$ cat config.mk
export PLATFORM = sky130hd
export DESIGN_NAME = cordic_iter
export DESIGN_NICKNAME = d
export VERILOG_FILES = /design/src/rtl/cordic_iter.sv
export SDC_FILE = /design/constraint.sdc
export NUM_CORES = 1
export LEC_CHECK = 0
export ABC_AREA = 1
export ABC_CLOCK_PERIOD_IN_PS = 12570
export CORE_MARGIN = 3
export CORE_UTILIZATION = 63
export DETAILED_ROUTE_END_ITERATION = 12
export PLACE_DENSITY = 0.84
export SKIP_CTS_REPAIR_TIMING = 1
export SLEW_MARGIN = 20
export SYNTH_ARGS = -nofsm -noshare
export SYNTH_HDL_FRONTEND = slang
export SYNTH_SLANG_ARGS = --single-unit
$ cat constraint.sdc
create_clock -name Clk_i -period 12.57 [get_ports Clk_i]
set_input_delay 2.514 -clock Clk_i [delete_from_list [all_inputs] [get_ports Clk_i]]
set_output_delay 2.514 -clock Clk_i [all_outputs]
set_load 0.005 [all_outputs]
$ cat src/rtl/cordic_iter.sv
// Iterative CORDIC: one shift-add stage reused ITERS cycles, rotation or vectoring mode.
// Latency ITERS+1 cycles (ITERS+2 with CORDIC_GAIN_COMP_EN); Start_i ignored while busy/done.
module cordic_iter #(
  parameter int WIDTH = 16,
  parameter int ITERS = 16
) (
  input  logic                    Clk_i,
  input  logic                    Rst_i,
  input  logic                    Start_i,
  input  logic                    Mode_i,
  input  logic signed [WIDTH-1:0] X_i,
  input  logic signed [WIDTH-1:0] Y_i,
  input  logic signed [WIDTH-1:0] Z_i,
  output logic signed [WIDTH-1:0] X_o,
  output logic signed [WIDTH-1:0] Y_o,
  output logic signed [WIDTH-1:0] Z_o,
  output logic                    Busy_o,
  output logic                    Done_o
);

  localparam int XW = WIDTH + 2;
  localparam int CW = $clog2(ITERS);
  localparam logic [63:0] PI_Q40 = 64'h0000_0324_3F6A_8886;

  // atan(2^-i) scaled to angle LSBs, from an integer Taylor series evaluated at elaboration
  function automatic logic [WIDTH-1:0] atan_lsb(input int i);
    logic [63:0] p;
    logic [63:0] acc;
    logic [63:0] num;
    if (i == 0) return WIDTH'(64'd1 << (WIDTH - 3));
    acc = '0;
    p   = (64'd1 << 40) >> i;
    for (int k = 0; k < 32; k++) begin
      if (k[0]) acc = acc - p / 64'(2 * k + 1);
      else      acc = acc + p / 64'(2 * k + 1);
      p = p >> (2 * i);
    end
    num = ((acc << (WIDTH - 1)) << 1) + PI_Q40;
    return WIDTH'(num / (PI_Q40 << 1));
  endfunction

  function automatic logic [ITERS*WIDTH-1:0] atan_table();
    logic [ITERS*WIDTH-1:0] t;
    t = '0;
    for (int i = 0; i < ITERS; i++) t[i*WIDTH +: WIDTH] = atan_lsb(i);
    return t;
  endfunction

  localparam logic [ITERS*WIDTH-1:0] ATAN_TBL = atan_table();

  function automatic logic signed [WIDTH-1:0] sat(input logic signed [XW-1:0] v);
    if (v[XW-1:WIDTH-1] == {3{v[XW-1]}}) return v[WIDTH-1:0];
    else if (v[XW-1])                   return {1'b1, {(WIDTH-1){1'b0}}};
    else                                return {1'b0, {(WIDTH-1){1'b1}}};
  endfunction

  typedef enum logic [1:0] {S_IDLE, S_ITER, S_COMP, S_DONE} state_t;

  state_t                  state_q, state_d;
  logic [CW-1:0]           cnt_q, cnt_d;
  logic                    mode_q, mode_d;
  logic signed [XW-1:0]    x_q, x_d, y_q, y_d;
  logic signed [WIDTH-1:0] z_q, z_d;
  logic signed [WIDTH-1:0] xo_q, xo_d, yo_q, yo_d, zo_q, zo_d;

  logic                    dir_pos;
  logic [WIDTH-1:0]        atan_cur;
  logic signed [XW-1:0]    x_sh, y_sh, x_step, y_step;
  logic signed [WIDTH-1:0] z_step;

  always_comb begin
    atan_cur = ATAN_TBL[cnt_q*WIDTH +: WIDTH];
    dir_pos  = mode_q ? y_q[XW-1] : ~z_q[WIDTH-1];
    x_sh     = x_q >>> cnt_q;
    y_sh     = y_q >>> cnt_q;
    x_step   = dir_pos ? (x_q - y_sh) : (x_q + y_sh);
    y_step   = dir_pos ? (y_q + x_sh) : (y_q - x_sh);
    z_step   = dir_pos ? (z_q - atan_cur) : (z_q + atan_cur);
  end

`ifdef CORDIC_GAIN_COMP_EN
  localparam int PW = XW + WIDTH + 1;
  localparam logic [WIDTH-1:0] K_GAIN =
    WIDTH'((64'd607252935 * (64'd1 << (WIDTH - 1)) + 64'd500000000) / 64'd1000000000);
  localparam logic signed [PW-1:0] K_EXT = PW'({1'b0, K_GAIN});
  localparam logic signed [PW-1:0] HALF  = PW'(1) << (WIDTH - 2);

  logic signed [PW-1:0] px, py, pxr, pyr;
  logic signed [XW-1:0] xc, yc;

  // |x*K| < 2^(WIDTH+1) after the shift, so truncating to XW bits keeps the value exact
  always_comb begin
    px  = PW'(x_q) * K_EXT;
    py  = PW'(y_q) * K_EXT;
    pxr = (px + HALF) >>> (WIDTH - 1);
    pyr = (py + HALF) >>> (WIDTH - 1);
    xc  = pxr[XW-1:0];
    yc  = pyr[XW-1:0];
  end
`endif

  always_comb begin
    state_d = state_q;
    cnt_d   = cnt_q;
    mode_d  = mode_q;
    x_d     = x_q;
    y_d     = y_q;
    z_d     = z_q;
    xo_d    = xo_q;
    yo_d    = yo_q;
    zo_d    = zo_q;
    case (state_q)
      S_IDLE: begin
        if (Start_i) begin
          x_d     = XW'(X_i);
          y_d     = XW'(Y_i);
          z_d     = Z_i;
          mode_d  = Mode_i;
          cnt_d   = '0;
          state_d = S_ITER;
        end
      end
      S_ITER: begin
        x_d   = x_step;
        y_d   = y_step;
        z_d   = z_step;
        cnt_d = cnt_q + 1'b1;
        if (cnt_q == CW'(ITERS - 1)) begin
`ifdef CORDIC_GAIN_COMP_EN
          state_d = S_COMP;
`else
          state_d = S_DONE;
          xo_d    = sat(x_step);
          yo_d    = sat(y_step);
          zo_d    = z_step;
`endif
        end
      end
`ifdef CORDIC_GAIN_COMP_EN
      S_COMP: begin
        state_d = S_DONE;
        xo_d    = sat(xc);
        yo_d    = sat(yc);
        zo_d    = z_q;
      end
`endif
      S_DONE:  state_d = S_IDLE;
      default: state_d = S_IDLE;
    endcase
  end

  always_ff @(posedge Clk_i) begin
    if (Rst_i) begin
      state_q <= S_IDLE;
      cnt_q   <= '0;
      mode_q  <= 1'b0;
      x_q     <= '0;
      y_q     <= '0;
      z_q     <= '0;
      xo_q    <= '0;
      yo_q    <= '0;
      zo_q    <= '0;
    end else begin
      state_q <= state_d;
      cnt_q   <= cnt_d;
      mode_q  <= mode_d;
      x_q     <= x_d;
      y_q     <= y_d;
      z_q     <= z_d;
      xo_q    <= xo_d;
      yo_q    <= yo_d;
      zo_q    <= zo_d;
    end
  end

  assign X_o    = xo_q;
  assign Y_o    = yo_q;
  assign Z_o    = zo_q;
  assign Busy_o = (state_q == S_ITER) || (state_q == S_COMP);
  assign Done_o = (state_q == S_DONE);

endmodule
### Word level (Yosys, flattened, before mapping)

Index checks and enable logic that the tools add are counted.
W data, S select, Z words.

* add/sub/neg operators: 7
* eq/ne operators: 8
* shift-type cells: 3
* muxes and demuxes: 19
* bitwise logic cells: 1
* reduce and logical (&&, ||, !) cells: 7

Operators by type and width (number)
* $shiftx A256 B9 Y16 const A: 1
* $mux W16: 6
* $mux W18: 4
* $pmux W18 S2: 2
* $add A18 B18 Y18: 2
* $sshr A18 B4 Y18: 2
* $sub A18 B18 Y18: 2
* $pmux W16 S2: 1
* $add A16 B16 Y16: 1
* $sub A16 B16 Y16: 1
* $pmux W4 S2: 1
* $reduce_and A2 Y1: 4
* $add A4 B1 Y4 const B: 1
* $eq A2 B2 Y1: 2
* $eq A2 B2 Y1 const B: 2
* $eq A4 B4 Y1 const B: 1
* $mux W2: 2
* $mux W4: 1
* $ne A2 B2 Y1 const B: 2
* $pmux W2 S2: 1
* $eq A2 B1 Y1 const B: 1
* $logic_not A2 Y1: 1
* $reduce_bool A2 Y1: 1
* $logic_or A1 B1 Y1: 1
* other kinds (2): 2

* flip-flop bits (word level): 107
* bits of input ports: 52
* word-level logic and storage cells: 54

### Longest topological paths before layout

Gate-level depths: netlist (run 1).

* depth in word-level cells: 5
* gate-level depth with buffers: 31

### Worst setup path after synthesis (run 1)

No wires, ideal clock.

* kind: flip-flop to flip-flop
* start point: register cnt_q[0]
* end point: register xo_q[13], in the netlist X_o[13]
* library setup time: 0.119 ns
* arrival: 3.985 ns
* setup slack: 8.466 ns
* stages on the path, launching flop included: 28
* path buffers: 2
* clock period less this slack: 4.104 ns
* path through: dfxtp_1 inv_2 buf_6 nand2_2 nand3_1 nand3_1 nand3_1 nand2_1 ha_1 nand3_1 nor2_1 nand4_1 o31ai_1 nand2_1 xnor2_1 ha_1 nand2_1 nor3_1 inv_1 nor2_1 inv_1 o311ai_0 nand3_1 nand3_1 nand2_1 inv_2 buf_4 a21oi_1

* word-level cells in the longest chain between the ends: 5
* elaborated cells on any way between the ends: 9
* those cells by class: add/sub (2); eq/ne (2); shift (1); mux (3); reduce/logical (1)

Ends and longest elaborated chain
* start: declaration: RTL line 60 `logic [CW-1:0] cnt_q, cnt_d;`
* start signal: assignment: RTL line 165 `cnt_q <= cnt_d;`
* $sshr A18 B4 Y18: RTL line 75 `y_sh = y_q >>> cnt_q;`
* $add A18 B18 Y18 or $sub A18 B18 Y18 (tied branches): RTL line 76 `x_step = dir_pos ? (x_q - y_sh) : (x_q + y_sh);`
* $mux W18: RTL line 76
* $eq A2 B2 Y1 or $mux W16 (tied branches): RTL line 52, 53
* $mux W16: RTL line 52 `if (v[XW-1:WIDTH-1] == {3{v[XW-1]}}) return v[WIDTH-1:0];`
* end signal: assignment: RTL line 170 `xo_q <= xo_d;`
* end: declaration: RTL line 64 `logic signed [WIDTH-1:0] xo_q, xo_d, yo_q, yo_d, zo_q, zo_d;`

Several ways; a longest one is shown, not always the timed one.
A chain may end at the register's enable or synchronous reset.

### Worst setup path in the final report (run 1)

* start point: register cnt_q[0]
* end point: register xo_q[10], in the netlist X_o[10]

The elaborated chain is that of the path after synthesis.

==> results.txt, run 1 <==
----------------------------------------------------
[Status]
  Status ... completed

[Layout]
  Area used by multi-input combinational logic ... between 0.006 and 0.007 mm2
  Fin nets ... 1699
  Inserted Diodes ... 0
  Sequential cell area ... between 0.002 and 0.0025 mm2
  Fraction of final layout cells sized beyond drive strength 1 ... 0.0598
  Post-route cell area ... 0.0110 mm2
  Filler cells ... 1294
  Synthesis-to-finish area growth ... 13.2%

[Clock tree]
  TritonCTS clock tree ... yes
  Clk Latency, worst-skew pair ... 0.37 ns
  CTS root buffer ... sky130_fd_sc_hd__clkbuf_16
  Number of buffers on the longest clock path ... 2
  CTS H-Tree Depth ... 3
  Clock Sinks ... 107
  Clock-pin transition on the worst setup and hold timing paths ... 0.08 ns
  Number of CTS-inserted buffers ... 9

[Place]
  Gp weighted congestion ... 0.997
  Number of port buffers ... 101
  Area after detailed placement ... roughly 0.011 mm2
  Post-DP HPWL ... between 20000 and 25000 um

[Detailed routing]
  Final routed wirelength across all metal layers ... 29100 um
  Post-DR wirelength/cell ... 16.4 um
  Iteration count of the initial detailed-routing pass ... 7
  Via density ... 5.95
  ANT nets after route ... 0
  First DRT Iteration DRCs ... 889
  Total via count after detailed routing ... 10540
  Number of design rule violations left after detail routing ... 0

[Die]
  Die X-Extent ... roughly 130 um
  Die area ... ~0.017 mm2
  Count of boundary I/O pins ... 102
  Die Y-Extent ... between 100 and 150 um
  Initial standard-cell utilization of the core ... 0.655
  Area of the core ... between 0.01 and 0.015 mm2
  Row count ... 44

[Global routing]
  GR peak layer ... met2
  Met1 track demand over resource in global routing ... 0.456
  Grt met3 use ... 0.0528
  GRT Total Usage ... 0.342
  Pin count of the biggest net entering global routing ... slightly below 70
  Met2 Resource Use GR ... 0.563
  Antenna violations before repair ... 0
  Number of global-route vias before repair ... 9557
  Global-route wire length before repair ... 46600 um
  Sum of overflow across all layers after global routing ... 0

[Setup path]
  Kind of launch point of the worst setup path ... flip-flop
  Depth of the most critical reg-to-reg path ... 26
  Biggest fanout along the worst timing path ... 40
  Reg-to-reg setup timing slack ... 7.08 ns
  Worst R2R Start ... cnt_q[0]
  Arrival time of data at the critical path endpoint ... between 5 and 6 ns
  Capture instance of the worst register-to-register path ... X_o[10]
  Critical Path End Type ... flip-flop
  CP Data Required Time ... roughly 13 ns
  Class of the most critical setup path ... reg2reg

[Logic synthesis]
  Async set or reset register ratio after synthesis ... 0
  Leading post-synthesis cells by instance count ... sky130_fd_sc_hd__nand2_1, sky130_fd_sc_hd__nand3_1, sky130_fd_sc_hd__a21oi_1, sky130_fd_sc_hd__inv_1, sky130_fd_sc_hd__dfxtp_1
  Share of the synthesized area in the top cell type ... 0.222
  Synth unique cells ... 48
  Synthesized instance count ... 1536
  Syn nets ... 1652
  Main area contributors after synthesis ... sky130_fd_sc_hd__dfxtp_1, sky130_fd_sc_hd__nand2_1, sky130_fd_sc_hd__nand3_1
  Library cell with the highest instance count after synthesis ... sky130_fd_sc_hd__nand2_1
  Number of register bits inferred by synthesis ... 107
  Average cell area after synthesis ... 6.30 um2
  Warning count from the yosys run ... 0
  Ys flop type ... sky130_fd_sc_hd__dfxtp_1
  Sequential share of the synthesized area ... 0.222
  Number of synthesized flops with an enable pin ... 0
  Cell type contributing the most total cell area after synthesis ... sky130_fd_sc_hd__dfxtp_1
  Mapped cell area ... just under 0.01 mm2

[Worst hold path]
  Min-Delay Startpoint ... Z_o[1]
  Kind of path behind the tightest hold check ... reg2reg
  Worst hold endpoint ... Z_o[1]
  Depth of the worst hold-timing path ... 2

[Timing]
  Fin crit period ... between 5 and 6 ns
  Achievable clock frequency ... 0.182 GHz
  Setup TNS Final ... 0 ns
  Slew at the pin closest to its max-slew limit ... 0.908 ns
  Part of the cycle the worst path needs ... 0.437
  Fin Hold WS ... approximately 0.47 ns
  Worst-case clock skew ... 0.00826 ns
  Normalized max-slew margin ... 0.394
  Max-slew violation count ... 0
  Final setup violation count ... 0
  Unrepaired setup endpoints after global routing ... no
  Number of hold-slack violations in the final timing report ... 0

[Power and ir drop]
  Total power divided by cell area ... 194 mW/mm2
  Maximum vdd ir drop ... 0.113 mV
  Reported leakage power ... between 5 and 6 nW

[Run]
  Count of max-cap constraint violations ... 0

----------------------------------------------------
==> state kept, by name, summed over array words and instances (netlist names) <==
name and flops:
Y_o 16, x_q 18, cnt_q 4, y_q 18, z_q 16, Z_o 16, state_q 2, mode_q 1
X_o 16
==> worst max-delay path by stage <==
stage / startpoint / to / depth (start not counted)
floorplan: cnt_q[0] / X_o[13] / 27
global placement: cnt_q[0] / X_o[6] / 26
detailed placement: cnt_q[0] / X_o[3] / 26
CTS: cnt_q[0] / X_o[8] / 26
global route: cnt_q[0] / X_o[13] / 26
finish: cnt_q[0] / X_o[10] / 26
==> per-stage QoR <==
stage / setup slack (ns) / cells / power [mW] / util
6_report: 7.08 / 1772 / 2.13 / 0.742
5_1_grt: 6.61 / 1772 / 2.30 / 0.742
2_1_floorplan: 8.47 / 1536 / 1.46 / -
3_3_place_gp: 7.48 / 1756 / 1.73 / 0.719
3_5_place_dp: 7.25 / 1756 / 1.75 / 0.719
4_1_cts: 7.21 / 1772 / 2.10 / 0.742
==> per-layer routing <==
| metal | share of wire | wire (um) |
|---|---|---|
| met1 | 0.43 | 12400 |
| met2 | 0.46 | 13500 |
| met3 | 0.076 | 2200 |
| met4 | 0.032 | 939 |
| met5 | 0 | 0 |
==> report_power, final <==
part,switching [mW],internal [mW]
clock network,0.154,0.180
logic,0.921,0.463
registers,0.0411,0.371
total,1.12,1.01
==> cell type report <==
class / count / area share
clock buffer: 9 / 0.0206
tap: 184 / 0.0210
sequential: 107 / 0.196
multi-input combinational: 1229 / 0.609
clock inverter: 7 / 0.0109
timing repair buffer: 113 / 0.101
inverter: 123 / 0.0425
==> worst max-delay path, stage by stage (launching register included) <==
cell and delay (ns):
sky130_fd_sc_hd__dfxtp_1 0.36, sky130_fd_sc_hd__buf_4 0.38, sky130_fd_sc_hd__inv_2 0.39, sky130_fd_sc_hd__nand2_1 0.20, sky130_fd_sc_hd__nand3_1 0.11, sky130_fd_sc_hd__nand3_1 0.11, sky130_fd_sc_hd__nand3_1 0.09, sky130_fd_sc_hd__nand2_1 0.12
sky130_fd_sc_hd__ha_1 0.18, sky130_fd_sc_hd__nand3_1 0.10, sky130_fd_sc_hd__nor2_1 0.19, sky130_fd_sc_hd__nand4_1 0.14, sky130_fd_sc_hd__o31ai_1 0.42, sky130_fd_sc_hd__nand2_1 0.12, sky130_fd_sc_hd__xnor2_1 0.15, sky130_fd_sc_hd__ha_1 0.39
sky130_fd_sc_hd__nand2_1 0.09, sky130_fd_sc_hd__nor3_1 0.14, sky130_fd_sc_hd__inv_1 0.08, sky130_fd_sc_hd__nor2_1 0.12, sky130_fd_sc_hd__inv_1 0.05, sky130_fd_sc_hd__o311ai_0 0.55, sky130_fd_sc_hd__inv_1 0.14, sky130_fd_sc_hd__nand3_1 0.16
sky130_fd_sc_hd__nand3_2 0.31, sky130_fd_sc_hd__nand2_1 0.15, sky130_fd_sc_hd__a21oi_1 0.10
==> placed cells by master, fill, tap and decap left out, drive strengths merged, types with 10 or more instances in the layout <==
cell type        n
nand4           10
xor2            55
ha              61
a21oi          152
inv            123
dfxtp          107
a31oi           11
nand2          430
clkdlybuf4s50  101
nor2           108
xnor2           24
buf             12
nand3          180
o21ai          115
o211ai          24
==> kinds of logic (layout without fill, tap and decap cells) <==
group / after synthesis / count (layout) / share of synthesized area
DFF: 107 / 107 / 0.222
buffers and inverters: 200 / 252 / 0.0903
AOI/OAI and AO/OA: 335 / 335 / 0.196
xor gates and xnor gates: 79 / 79 / 0.0715
adders and majority gates: 64 / 64 / 0.0851
and+or+nand+nor: 751 / 751 / 0.336
No activity file was read; power rests on OpenSTA's default activity.
==> run 2, diff against run 1 <==
Settings changed: ABC_CLOCK_PERIOD_IN_PS 12570 to 4600, CORE_UTILIZATION 63 to 53, PLACE_DENSITY 0.84 to 0.75.
Clock period 12.57 ns to 4.6 ns, I/O delays scaled along.
==> results.txt, run 2 (synthesis gave the netlist of run 1 again) <==
----------------------------------------------------
[Setup path]
  CP Data Required Time ... 4.90 ns (-7.90 ns)
  Cell family with the largest share of critical-path delay ... simple AND/OR/NAND/NOR gates
  Arrival time of data at the critical path endpoint ... 4.59 ns (-1.13 ns)
  Slowest stage cell, crit path ... sky130_fd_sc_hd__dfxtp_1
  WP buf/inv ... 7 (+2)
  Critical Path End Type ... flip-flop
  Class of the most critical setup path ... reg2reg
  Slowest Stage Delay on Critical Path ... 0.52 ns (-0.03 ns)
  CP dominant cell by count ... sky130_fd_sc_hd__inv_1
  Kind of launch point of the worst setup path ... flip-flop
  Biggest fanout along the worst timing path ... 15 (-63%)

[Clock tree]
  TritonCTS clock tree ... yes
  CTS H-Tree Depth ... 3 (unchanged)
  Number of CTS-inserted buffers ... 9 (unchanged)
  Clock Sinks ... 107 (unchanged)
  Number of buffers on the longest clock path ... 2 (unchanged)
  Clk Latency, worst-skew pair ... 0.38 ns (about the same)
  Clock-pin transition on the worst setup and hold timing paths ... 0.09 ns (about the same)
  CTS root buffer ... sky130_fd_sc_hd__clkbuf_16

[Detailed routing]
  Post-DR wirelength/cell ... 16.6 um (+1.5%)
  First DRT Iteration DRCs ... 806 (-9.3%)
  Via density ... 5.78 (-2.8%)
  Total via count after detailed routing ... 10621 (+0.77%)
  Iteration count of the initial detailed-routing pass ... 5 (-2)
  Number of design rule violations left after detail routing ... 0 (unchanged)
  Final routed wirelength across all metal layers ... 30600 um (+5.2%)
  ANT nets after route ... 0 (unchanged)

[Global routing]
  Pin count of the biggest net entering global routing ... 69 (unchanged)
  Sum of overflow across all layers after global routing ... 0 (unchanged)
  GRT Total Usage ... 0.295 (-0.0475)
  Number of global-route vias before repair ... 9664 (+1.1%)
  Global-route wire length before repair ... 48200 um (+3.4%)
  Antenna violations before repair ... 0 (unchanged)

[Power and ir drop]
  Overall power ... 5.96 mW (+180%)
  Total power divided by cell area ... 526 mW/mm2 (+170%)
  Reported leakage power ... 5.45 nW (+3.5%)
  Maximum vdd ir drop ... 0.388 mV (+240%)

[Layout]
  Sequential cell area ... 0.00214 mm2 (+0.12%)
  Leading cell types in the layout, fill and taps excluded ... sky130_fd_sc_hd__nand2_1, sky130_fd_sc_hd__nand3_1, sky130_fd_sc_hd__a21oi_1
  Top Registers ... x_q: 18 flops, y_q: 18 flops
  Synthesis-to-finish area growth ... 17.2%
  Non-filler instance count after layout ... 1837 (+3.7%)
  Filler cells ... 1706 (+32%)
  Post-route cell area ... 0.0113 mm2 (+3.4%)
  Fin nets ... 1723 (+1.4%)
  Area used by multi-input combinational logic ... 0.00683 mm2 (+2.4%)
  Commonest non-fill, non-tap cell in the layout ... sky130_fd_sc_hd__nand2_1
  Layout Utilization ... 0.644 (-0.0984)
  Inserted Diodes ... 0 (unchanged)
  Fraction of final layout cells sized beyond drive strength 1 ... 0.0844 (+0.0245)

[Place]
  Post-DP HPWL ... 22600 um (+6.3%)
  Area after detailed placement ... 0.0108 mm2 (+2.2%)
  Number of port buffers ... 101 (unchanged)
  Gp weighted congestion ... 1.03 (+3.4%)
  Instance count after placement with tap cells included ... 1818 (+3.5%)

[Timing]
  Part of the cycle the worst path needs ... 0.934 (+0.497)
  Normalized max-slew margin ... 0.376 (-0.0179)
  Max-slew violation count ... 0 (unchanged)
  Unrepaired setup endpoints after global routing ... yes
  Slew at the pin closest to its max-slew limit ... 0.935 ns (+0.0266 ns)
  Worst-case clock skew ... 0.0233 ns (+0.0150 ns)
  Final setup violation count ... 0 (unchanged)
  Number of hold-slack violations in the final timing report ... 0 (unchanged)
  Achievable clock frequency ... 0.233 GHz (+28%)
  Fin crit period ... 4.29 ns (-1.20 ns)

[Die]
  Row count ... 48 (+9.1%)
  Area of the core ... 0.0176 mm2 (+19%)
  Count of boundary I/O pins ... 102 (unchanged)
  Die area ... 0.0199 mm2 (+18%)
  Initial standard-cell utilization of the core ... 0.550 (-0.106)
  Die Y-Extent ... 141 um (+8.6%)
  Die X-Extent ... 141 um (+8.6%)

[Worst hold path]
  Kind of path behind the tightest hold check ... reg2reg

[Status]
  Status ... completed

[Run]
  Count of max-cap constraint violations ... 0 (unchanged)

----------------------------------------------------
## run 2: cell count changes in the layout (fill, tap and decap cells not counted), sizes merged
cell	previous run	this run
buf	12	33
clkinv	5	8
bufinv	2	0
nand2	430	431
nand3	180	181
## run 2: worst reg2reg max path, delay by kind of cell (launching register included)
kind                     cells  cell delay, ns
flip-flops                   1            0.52
adder cells (fa/ha/maj)      2            0.51
buffers and inverters        7            0.82
AO/OA/AOI/OAI                4            0.71
XOR/XNOR                     1            0.13
AND/OR/NAND/NOR             12            1.53
## run 2: metal layers
layer	GRT usage	vias up	part of all wire
li1	-	5281	-
met1	0.400	4934	0.45
met2	0.484	352	0.47
met3	0.0472	54	0.058
met4	0.0852	0	0.027
met5	0	-	0
## run 2: final timing paths
path,startpoint,to,slack (ns),cells past startpoint
setup reg to reg,cnt_q[2],X_o[4],0.31,26
hold / removal,Z_o[2],Z_o[2],0.48,2
setup / recovery,cnt_q[2],X_o[4],0.31,26
hold reg to reg,Z_o[2],Z_o[2],0.48,2
## run 2: cell type report
| type | count | share of cell area |
|---|---|---|
| repair inverters | 1 | 0.000552 |
| clock inverters | 7 | 0.00806 |
| inverters | 123 | 0.0421 |
| repair buffers | 134 | 0.113 |
| well taps | 225 | 0.0248 |
| flip-flops and latches | 107 | 0.189 |
| clock buffers | 9 | 0.0199 |
| multi-input cells | 1231 | 0.603 |
## run 2: power by group
part / leakage (nW) / internal, mW / switching [mW]
registers: 0.874 / 1.01 / 0.111
logic: 4.43 / 1.36 / 2.63
clock network: 0.152 / 0.395 / 0.461
total: 5.45 / 2.77 / 3.20
## run 2: per-stage QoR
stage          hold WS, ns  setup WS [ns]  setup TNS (ns)
5_1_grt              0.486        -0.0387         -0.0568
2_1_floorplan        0.450          0.496               0
4_1_cts              0.473        -0.0825          -0.960
3_3_place_gp         0.454          0.109               0
3_5_place_dp         0.460        -0.0179         -0.0413
6_report             0.476          0.306               0
